File: src/rtl/fir_input_feeder_if.sv
// Handshake bundle between the sample source, the feeder and the FIR core:
// upstream valid/ready stream plus the issue pulse / done return to the core.
interface fir_input_feeder_if #(
    parameter int unsigned DATA_WIDTH = 16
) ();
    logic [DATA_WIDTH-1:0] s_data;
    logic                  s_valid;
    logic                  s_ready;
    logic [DATA_WIDTH-1:0] fir_data;
    logic                  fir_valid;
    logic                  fir_done;

    // Environment side: sample source and FIR core.
    modport master (
        output s_data, s_valid, fir_done,
        input  s_ready, fir_data, fir_valid
    );

    // Feeder side.
    modport slave (
        input  s_data, s_valid, fir_done,
        output s_ready, fir_data, fir_valid
    );
endinterface

File: src/rtl/fir_input_feeder.sv
// Buffers upstream samples in a small FIFO and issues them one at a time to the FIR core.
// Optional watchdog on the done return is enabled with FIR_FEEDER_TIMEOUT_EN.
module fir_input_feeder #(
    parameter int unsigned DATA_WIDTH     = 16,
    parameter int unsigned FIFO_DEPTH     = 8,
    parameter int unsigned INPUT_LENGTH   = 221184,
    parameter int unsigned COUNT_WIDTH    = $clog2(INPUT_LENGTH + 1),
    parameter int unsigned TIMEOUT_CYCLES = 1024
) (
    input  logic                   clk,
    input  logic                   reset,
    fir_input_feeder_if.slave      bus,
    output logic                   busy,
    output logic [COUNT_WIDTH-1:0] sample_count,
    output logic                   frame_full,
    output logic                   timeout_err
);
    localparam int unsigned AW = $clog2(FIFO_DEPTH);
    localparam int unsigned PW = AW + 1;

    localparam logic [1:0] S_IDLE  = 2'd0;
    localparam logic [1:0] S_ISSUE = 2'd1;
    localparam logic [1:0] S_WAIT  = 2'd2;

    logic [DATA_WIDTH-1:0]  mem_q [FIFO_DEPTH];
    logic [PW-1:0]          wr_ptr_q, wr_ptr_d;
    logic [PW-1:0]          rd_ptr_q, rd_ptr_d;
    logic                   fifo_empty, fifo_full;
    logic                   push, pop;

    logic [1:0]             state_q, state_d;
    logic [DATA_WIDTH-1:0]  fir_data_q, fir_data_d;
    logic                   fir_valid_q;
    logic                   busy_q;
    logic [COUNT_WIDTH-1:0] count_q, count_d;
    logic                   frame_full_q, frame_full_d;

`ifdef FIR_FEEDER_TIMEOUT_EN
    localparam int unsigned TW = $clog2(TIMEOUT_CYCLES + 1);
    logic [TW-1:0]          wdog_q, wdog_d;
    logic                   timeout_q, timeout_d;
`endif

    // Wrap bit of the pointers separates full from empty.
    assign fifo_empty = (wr_ptr_q == rd_ptr_q);
    assign fifo_full  = (wr_ptr_q[AW] != rd_ptr_q[AW]) &&
                        (wr_ptr_q[AW-1:0] == rd_ptr_q[AW-1:0]);
    assign push       = bus.s_valid && !fifo_full;
    assign wr_ptr_d   = wr_ptr_q + PW'(push);
    assign rd_ptr_d   = rd_ptr_q + PW'(pop);
    assign fir_data_d = pop ? mem_q[rd_ptr_q[AW-1:0]] : fir_data_q;

    always_ff @(posedge clk) begin
        if (push) begin
            mem_q[wr_ptr_q[AW-1:0]] <= bus.s_data;
        end
    end

    // Next-state: a pop happens on every transition into ISSUE.
    always_comb begin
        state_d      = state_q;
        pop          = 1'b0;
        count_d      = count_q;
        frame_full_d = frame_full_q;
`ifdef FIR_FEEDER_TIMEOUT_EN
        wdog_d       = wdog_q;
        timeout_d    = timeout_q;
`endif
        case (state_q)
            S_IDLE: begin
                if (!fifo_empty && !frame_full_q) begin
                    pop     = 1'b1;
                    state_d = S_ISSUE;
                end
            end
            S_ISSUE: begin
                count_d = count_q + COUNT_WIDTH'(1);
                if (count_d == COUNT_WIDTH'(INPUT_LENGTH)) begin
                    frame_full_d = 1'b1;
                end
`ifdef FIR_FEEDER_TIMEOUT_EN
                wdog_d  = '0;
`endif
                state_d = S_WAIT;
            end
            S_WAIT: begin
                if (bus.fir_done) begin
                    if (!fifo_empty && !frame_full_q) begin
                        pop     = 1'b1;
                        state_d = S_ISSUE;
                    end else begin
                        state_d = S_IDLE;
                    end
                end
`ifdef FIR_FEEDER_TIMEOUT_EN
                else if (wdog_q == TW'(TIMEOUT_CYCLES - 1)) begin
                    timeout_d = 1'b1;
                    state_d   = S_IDLE;
                end else begin
                    wdog_d = wdog_q + TW'(1);
                end
`endif
            end
            default: state_d = S_IDLE;
        endcase
    end

    always_ff @(posedge clk or negedge reset) begin
        if (!reset) begin
            state_q      <= S_IDLE;
            wr_ptr_q     <= '0;
            rd_ptr_q     <= '0;
            fir_data_q   <= '0;
            fir_valid_q  <= 1'b0;
            busy_q       <= 1'b0;
            count_q      <= '0;
            frame_full_q <= 1'b0;
        end else begin
            state_q      <= state_d;
            wr_ptr_q     <= wr_ptr_d;
            rd_ptr_q     <= rd_ptr_d;
            fir_data_q   <= fir_data_d;
            fir_valid_q  <= (state_d == S_ISSUE);
            busy_q       <= (state_d != S_IDLE);
            count_q      <= count_d;
            frame_full_q <= frame_full_d;
        end
    end

`ifdef FIR_FEEDER_TIMEOUT_EN
    always_ff @(posedge clk or negedge reset) begin
        if (!reset) begin
            wdog_q    <= '0;
            timeout_q <= 1'b0;
        end else begin
            wdog_q    <= wdog_d;
            timeout_q <= timeout_d;
        end
    end

    assign timeout_err = timeout_q;
`else
    // Keeps the parameter list identical across builds.
    logic timeout_unused;
    assign timeout_unused = (TIMEOUT_CYCLES != 0);
    assign timeout_err    = 1'b0;
`endif

    assign bus.s_ready   = !fifo_full;
    assign bus.fir_data  = fir_data_q;
    assign bus.fir_valid = fir_valid_q;
    assign busy          = busy_q;
    assign sample_count  = count_q;
    assign frame_full    = frame_full_q;
endmodule

File: src/flat_wrapper.sv
// flat-port wrapper written by rule: the top's interface ports become plain ports
module fir_input_feeder_flat 
#(
    parameter int unsigned DATA_WIDTH     = 16,
    parameter int unsigned FIFO_DEPTH     = 8,
    parameter int unsigned INPUT_LENGTH   = 221184,
    parameter int unsigned COUNT_WIDTH    = $clog2(INPUT_LENGTH + 1),
    parameter int unsigned TIMEOUT_CYCLES = 1024
)
  (clk, reset, busy, sample_count, frame_full, timeout_err, bus_s_data, bus_s_valid, bus_fir_done, bus_s_ready, bus_fir_data, bus_fir_valid);
  fir_input_feeder_if #(.DATA_WIDTH(DATA_WIDTH)) bus_i ();
  input  logic clk;
  input  logic reset;
  output logic busy;
  output logic [COUNT_WIDTH-1:0] sample_count;
  output logic frame_full;
  output logic timeout_err;
  input wire logic [$bits(bus_i.s_data)-1:0] bus_s_data;
  input wire logic [$bits(bus_i.s_valid)-1:0] bus_s_valid;
  input wire logic [$bits(bus_i.fir_done)-1:0] bus_fir_done;
  output wire logic [$bits(bus_i.s_ready)-1:0] bus_s_ready;
  output wire logic [$bits(bus_i.fir_data)-1:0] bus_fir_data;
  output wire logic [$bits(bus_i.fir_valid)-1:0] bus_fir_valid;
  assign bus_i.s_data = bus_s_data;
  assign bus_i.s_valid = bus_s_valid;
  assign bus_i.fir_done = bus_fir_done;
  assign bus_s_ready = bus_i.s_ready;
  assign bus_fir_data = bus_i.fir_data;
  assign bus_fir_valid = bus_i.fir_valid;
  fir_input_feeder #(.DATA_WIDTH(DATA_WIDTH), .FIFO_DEPTH(FIFO_DEPTH), .INPUT_LENGTH(INPUT_LENGTH), .COUNT_WIDTH(COUNT_WIDTH), .TIMEOUT_CYCLES(TIMEOUT_CYCLES)) u_core (.clk(clk), .reset(reset), .bus(bus_i), .busy(busy), .sample_count(sample_count), .frame_full(frame_full), .timeout_err(timeout_err));
endmodule
File: config.mk
export PLATFORM = sky130hd
export DESIGN_NAME = fir_input_feeder_flat
export DESIGN_NICKNAME = d
export VERILOG_FILES = /design/src/rtl/fir_input_feeder_if.sv /design/src/rtl/fir_input_feeder.sv /design/src/flat_wrapper.sv
export SDC_FILE = /design/constraint.sdc
export NUM_CORES = 1
export LEC_CHECK = 0
export BUFFER_PORTS_ARGS = -buffer_cell sky130_fd_sc_hd__buf_2
export CAP_MARGIN = 5
export CORE_MARGIN = 1
export CORE_UTILIZATION = 56
export CTS_BUF_LIST = sky130_fd_sc_hd__clkbuf_8
export DETAILED_ROUTE_END_ITERATION = 12
export GPL_TIMING_DRIVEN = 0
export PLACE_DENSITY_LB_ADDON = 0.15
export SYNTH_ARGS = -nofsm -noshare
export SYNTH_HDL_FRONTEND = slang
export SYNTH_SLANG_ARGS = --single-unit
File: constraint.sdc
create_clock -name clk -period 2.6 [get_ports clk]
set_input_delay 0 -clock clk [delete_from_list [all_inputs] [get_ports clk]]
set_output_delay 0 -clock clk [all_outputs]
set_load 0.05 [all_outputs]
# [Yosys cells after proc, flatten, opt, wreduce, memory -nomap -nowiden]
# Memories as Yosys holds them, arrays and structs flattened. A register that Yosys moved wholly into a read port is not among the register bits.
# Cells that the tools add are included.
[word_totals] memories=1 register_bits=31 input_bits=20 mem_bits_rw=128 word_cells=37 out_inout_bits=39
[mem_list] name="u_core.mem_q" depth=8 word_bits=16 rd=1 rd_clocked_by_memory_dff=1 write_ports=1 line="fir_input_feeder.sv:25" text="logic [DATA_WIDTH-1:0] mem_q [FIFO_DEPTH];"
[op_classes] n_eq_ne=7 add_sub_neg=3 reduce_logical=10 n_mux=9
[ops] cell="adder 18 x 1 -> 18 bit, second input constant" n=1
[ops] cell="equality test 18 bit, second input constant" n=1
[ops] cell="adder 4 x 1 -> 4 bit" n=2
[ops] cell="one-hot mux 2 bit (3 select lines)" n=1
[ops] cell="two-way mux 1 bit" n=5
[ops] cell="equality test 2 x 1 -> 1 bit, second input constant" n=2
[ops] cell="equality test 4 bit" n=1
[ops] cell="logical NOT 1 bit" n=4
[ops] cell="two-way mux 2 bit" n=2
[ops] cell="equality test 3 bit" n=1
[ops] cell="logical AND 1 bit" n=3
[ops] cell="equality test 2 bit, second input constant" n=1
[ops] cell="logical NOT 2 bit" n=1
[ops] cell="one-hot mux 1 bit (2 select lines)" n=1
[ops] cell="AND reduction 2 bit" n=1
[ops] cell="nonzero test 2 bit" n=1
[ops] cell="inequality test 1 bit" n=1

# [Longest topological paths before layout]
[logic_depth] word_depth=7 ltp_mapped=9

# [Least setup slack after synthesis]
# Ideal clock, no wire load.
[synth_timing] path_kind="reg2reg" startpoint="register u_core.rd_ptr_q[2]" endpoint="memory u_core.mem_q[0][0] (enable)" stages_incl_launch_ff=7 n_path_buf=1 slack_ps=-432 t_arrival_ps=2622 cell_sequence="dfrtp_1 buf_2 xnor2_1 nand4_1 and2_1 nand2b_1 nor3_1"
[synth_between] elab_chain_cells=6
[synth_lines] element="start, declared" line="fir_input_feeder.sv:27" text="logic [PW-1:0] rd_ptr_q, rd_ptr_d;"
[synth_lines] element="start signal, assigned" line="fir_input_feeder.sv:121" text="rd_ptr_q <= rd_ptr_d;"
[synth_lines] element="equality test 3 bit" line="fir_input_feeder.sv:47" text="(wr_ptr_q[AW-1:0] == rd_ptr_q[AW-1:0]);"
[synth_lines] element="logical AND 1 bit" line="fir_input_feeder.sv:46" text="assign fifo_full = (wr_ptr_q[AW] != rd_ptr_q[AW]) &&"
[synth_lines] element="logical NOT 1 bit"
[synth_lines] element="named net bus_s_ready" line="flat_wrapper.sv:21" text="output wire logic [$bits(bus_i.s_ready)-1:0] bus_s_ready;"
[synth_lines] element="logical AND 1 bit" line="fir_input_feeder.sv:48" text="assign push = bus.s_valid && !fifo_full;"
[synth_lines] element="two-way mux 1 bit" line="fir_input_feeder.sv:54" text="if (push) begin"
[synth_lines] element="two-way mux 1 bit (not written as such)" line="fir_input_feeder.sv:55" text="mem_q[wr_ptr_q[AW-1:0]] <= bus.s_data;"
[synth_lines] element="end, declared" line="fir_input_feeder.sv:25"
# The timed path passes the listed nets, and every way through them passes these cells.

# [Worst setup path in the final report]
[layout_timing] startpoint="register u_core.rd_ptr_q[2]" endpoint="register u_core.rd_ptr_q[2]"
[layout_between] elab_chain_cells=7
[layout_lines] element="equality test 4 bit (*)" line="fir_input_feeder.sv:45" text="assign fifo_empty = (wr_ptr_q == rd_ptr_q);"
[layout_lines] element="logical NOT 1 bit (*)" line="fir_input_feeder.sv:71, fir_input_feeder.sv:88"
[layout_lines] element="logical AND 1 bit (*)" line="fir_input_feeder.sv:71, fir_input_feeder.sv:88"
[layout_lines] element="two-way mux 1 bit (*)" line="fir_input_feeder.sv:71, fir_input_feeder.sv:88"
[layout_lines] element="two-way mux 1 bit" line="fir_input_feeder.sv:87" text="if (bus.fir_done) begin"
[layout_lines] element="one-hot mux 1 bit (2 select lines) (*)" line="fir_input_feeder.sv:69" text="case (state_q)"
[layout_lines] element="named net u_core.pop" line="fir_input_feeder.sv:29" text="logic push, pop;"
[layout_lines] element="adder 4 x 1 -> 4 bit (*)" line="fir_input_feeder.sv:50" text="assign rd_ptr_d = rd_ptr_q + PW'(pop);"
[layout_lines] element="named net u_core.rd_ptr_d[2]" line="fir_input_feeder.sv:27"
# Mark *: on every way through the listed nets, which the timed path passes. The rest lies on a longest branch.
# A chain may end at the register's enable or synchronous reset.

==> flow_summary.toml <==
[timing]
post-route-period-util_pct = 91.8
period_needed_ns = 2.39
tightest_slew_ns = 1.15
relSlewSlack_pct = 23.1
fmax_ghz = 0.419
timing.hold.ws_ns = 0.299
finalHoldViolations = 0
finClkSkew_ns = 0.0106
rsz0062_at_grt = "no"
setup_violations = 0
final_max_slew_viol_count = 0

[yosys]
syn-instance-count = 402
yosysWarnings = 0
syn_area_mm2 = 0.00700
syn_avg_cell_area_um2 = 17.4
async_flop_share_pct = 26.9
ys_seq_elements = 175
syn-num-nets = 427
synth_top_area_cell = "edfxtp_1"
synth_top_area_share_pct = 54.9
synthFlopType = "edfxtp_1"
synth_cell_type_count = 42
ys_seq_area_share_pct = 71.8
ys_top_cells_by_area = "edfxtp_1, dfrtp_1, mux4_2"
synth_edf_count = 128

[clock_tree]
cts_root_buf = "clkbuf_8"
htree_levels = 4
clockBufferDepth = 2
worstSkewPairLatency_ns = 0.45
cts.reportedPaths.clkPinSlew_ns = 0.09
cts_tree = "built"
numClockSinks = 175
cts_buffers = 17

[critical_path]
max_stage_delay_ns = 0.36
crit_type = "register to register"
cp_slowest_cell = "dfrtp_1"
crit_fanout = 10
rrSetupSlack_ns = 0.21
cp-start-kind = "register"
arrival_ns = 2.69
required_ns = 2.90
crit_chain = "clkbuf_4, xnor2_1, nand3_1, o211ai_4, clkbuf_4, inv_1, ha_1, ha_1, xor2_1"
endpoint_kind = "register"

[floorplan]
start_util_pct = 57.8
fp.dieW_um = 114
io_pins = 59
dieArea_mm2 = 0.0129
core_area_mm2 = 0.0121
num_rows = 40
die_h_um = 114

[routing]
wl_per_cell_um = 20.0
via_per_inst = 5.60
drt_iter0_drc = 424
routed_wl_um = 13800
drc = 0
dr.pass1.iters = 5
antenna_left = 0
vias = 3839

[pwr]
power_mw = 9.18
peakVddDrop_uv = 545
p_per_area_mw_per_mm2 = 1110
p_leak_nw = 3.09

[placement]
dp_cells = 636
gp_congestion = 0.812
io_buffers = 57
place_hpwl_um = 8910

[run_status]
status = "complete, no violations"

[global_routing]
overflow = 0
grt_pass1_wl_um = 21200
antenna_found_initial = 0
grt_pass1_vias = 3887
grt_max_degree = 48
grt_use_total_pct = 23.3

[layout]
fin_cells = 686
diodes = 0
nets = 530
layout_common_cells = "edfxtp_1, buf_2, dfrtp_1"
area_growth_pct = 17.8
fill_cells = 847
layout_commonest_cell = "edfxtp_1"
drive_above_1_share_pct = 29.5
utilization_pct = 68.0

[flow_run]
max_cap_violations = 0

[min_path]
min_path_type = "input port to asynchronous set/reset pin"
==> through the flow <==
step / setup slack (ns) / cell area, µm² / TNS (ns)
floorplan: -0.432 / 7000 / -13.75
global placement: -1.38 / 7490 / -80.62
detailed placement: -0.293 / 7640 / -0.641
CTS: 0.0348 / 8230 / 0
global route: 0.00653 / 8240 / 0
finish: 0.213 / 8240 / 0
==> layer usage <==
metal / vias up / part of all wire, % / global-route usage, %
li1: 1753 / - / -
met1: 1949 / 42 / 29.3
met2: 114 / 51 / 39.7
met3: 23 / 4.8 / 4.78
met4: 0 / 2.1 / 10.3
met5: - / 0 / 0
==> flip-flops by register name (all words and copies together) (netlist names) <==
signal                count
u_core.bus.fir_data      16
u_core.bus.fir_valid      1
u_core.busy               1
u_core.frame_full         1
u_core.mem_q            128
u_core.rd_ptr_q           4
u_core.sample_count      18
u_core.state_q            2
u_core.wr_ptr_q           4
==> area by class of cell <==
cell class,instances,area [µm²],area share (%)
Tap cell,168,210,2.55
Buffer,19,105,1.28
Sequential cell,175,5020,60.9
Clock inverter,15,155,1.88
Timing Repair Buffer,85,603,7.32
Inverter,6,22.5,0.273
Multi-Input combinational cell,201,1890,23.0
Clock buffer,17,234,2.84
==> cell families (layout without fill, tap and decap cells) <==
kind of cell             Yosys count  count (layout)  share of synthesized area, %
AO/OA/AOI/OAI                     31              31                          2.92
XOR/XNOR                          27              27                          3.38
adder cells (fa/ha/maj)            5               5                         0.894
buffers and inverters             26             142                          1.77
flip-flops                       175             175                          71.8
multiplexers                      48              48                          12.6
other                              1               1                        0.0536
AND/OR/NAND/NOR                   89              89                          6.64
==> synth_stat cells (2+ instances only) <==
cell type  instances
and3_1             2
and4_1             4
buf_4              3
a221oi_1           2
clkbuf_1           8
xnor2_1           21
nand4_1            7
a21oi_1            2
buf_2              6
mux4_2            32
dfrtp_1           47
nand2b_1           6
or2b_1             2
buf_1              2
nand2_1           28
o21ai_0           19
edfxtp_1         128
xor2_1             6
nor3_1             7
ha_1               5
nand3_1           13
inv_1              6
nor2_1            12
mux2i_1           16
==> critical path, delay by kind of cell (launching register included) <==
| kind | cells | cell delay, ns |
|---|---|---|
| adder cells (fa/ha/maj) | 2 | 0.41 |
| AO/OA/AOI/OAI | 1 | 0.35 |
| AND/OR/NAND/NOR | 1 | 0.14 |
| buffers and inverters | 3 | 0.63 |
| flip-flops | 1 | 0.36 |
| XOR/XNOR | 2 | 0.34 |
==> power by group <==
part           internal (mW)  switching [mW]  leakage [nW]  total, mW
combinational           1.25            2.16          1.12       3.41
clock                  0.929           0.920         0.210       1.85
sequential              3.61           0.313          1.76       3.92
==> what timing repair did <==
item | in CTS | in global routing
setup buffers | 0 | 0
cloned | 0 | 0
pin swaps | 0 | 1
hold buffers | 19 | 0
resized for setup | 3 | 4
endpoints found under the setup margin | 4 | 12
hold endpoints to repair | 177 | 0
==> path summary, 6_finish.rpt <==
path | endpoint | cells past startpoint | start
max reg2reg | u_core.rd_ptr_q[2] | 9 | u_core.rd_ptr_q[2]
min reg2reg | u_core.bus.fir_data[5] | 2 | u_core.bus.fir_data[5]
max in group asynchronous | u_core.bus.fir_data[6] | 2 | reset
min | u_core.busy | 2 | reset
max | u_core.rd_ptr_q[2] | 9 | u_core.rd_ptr_q[2]
min in group clk | u_core.mem_q[6][7] | 2 | bus_s_data[7]
No activity file was read; power rests on OpenSTA's default activity.
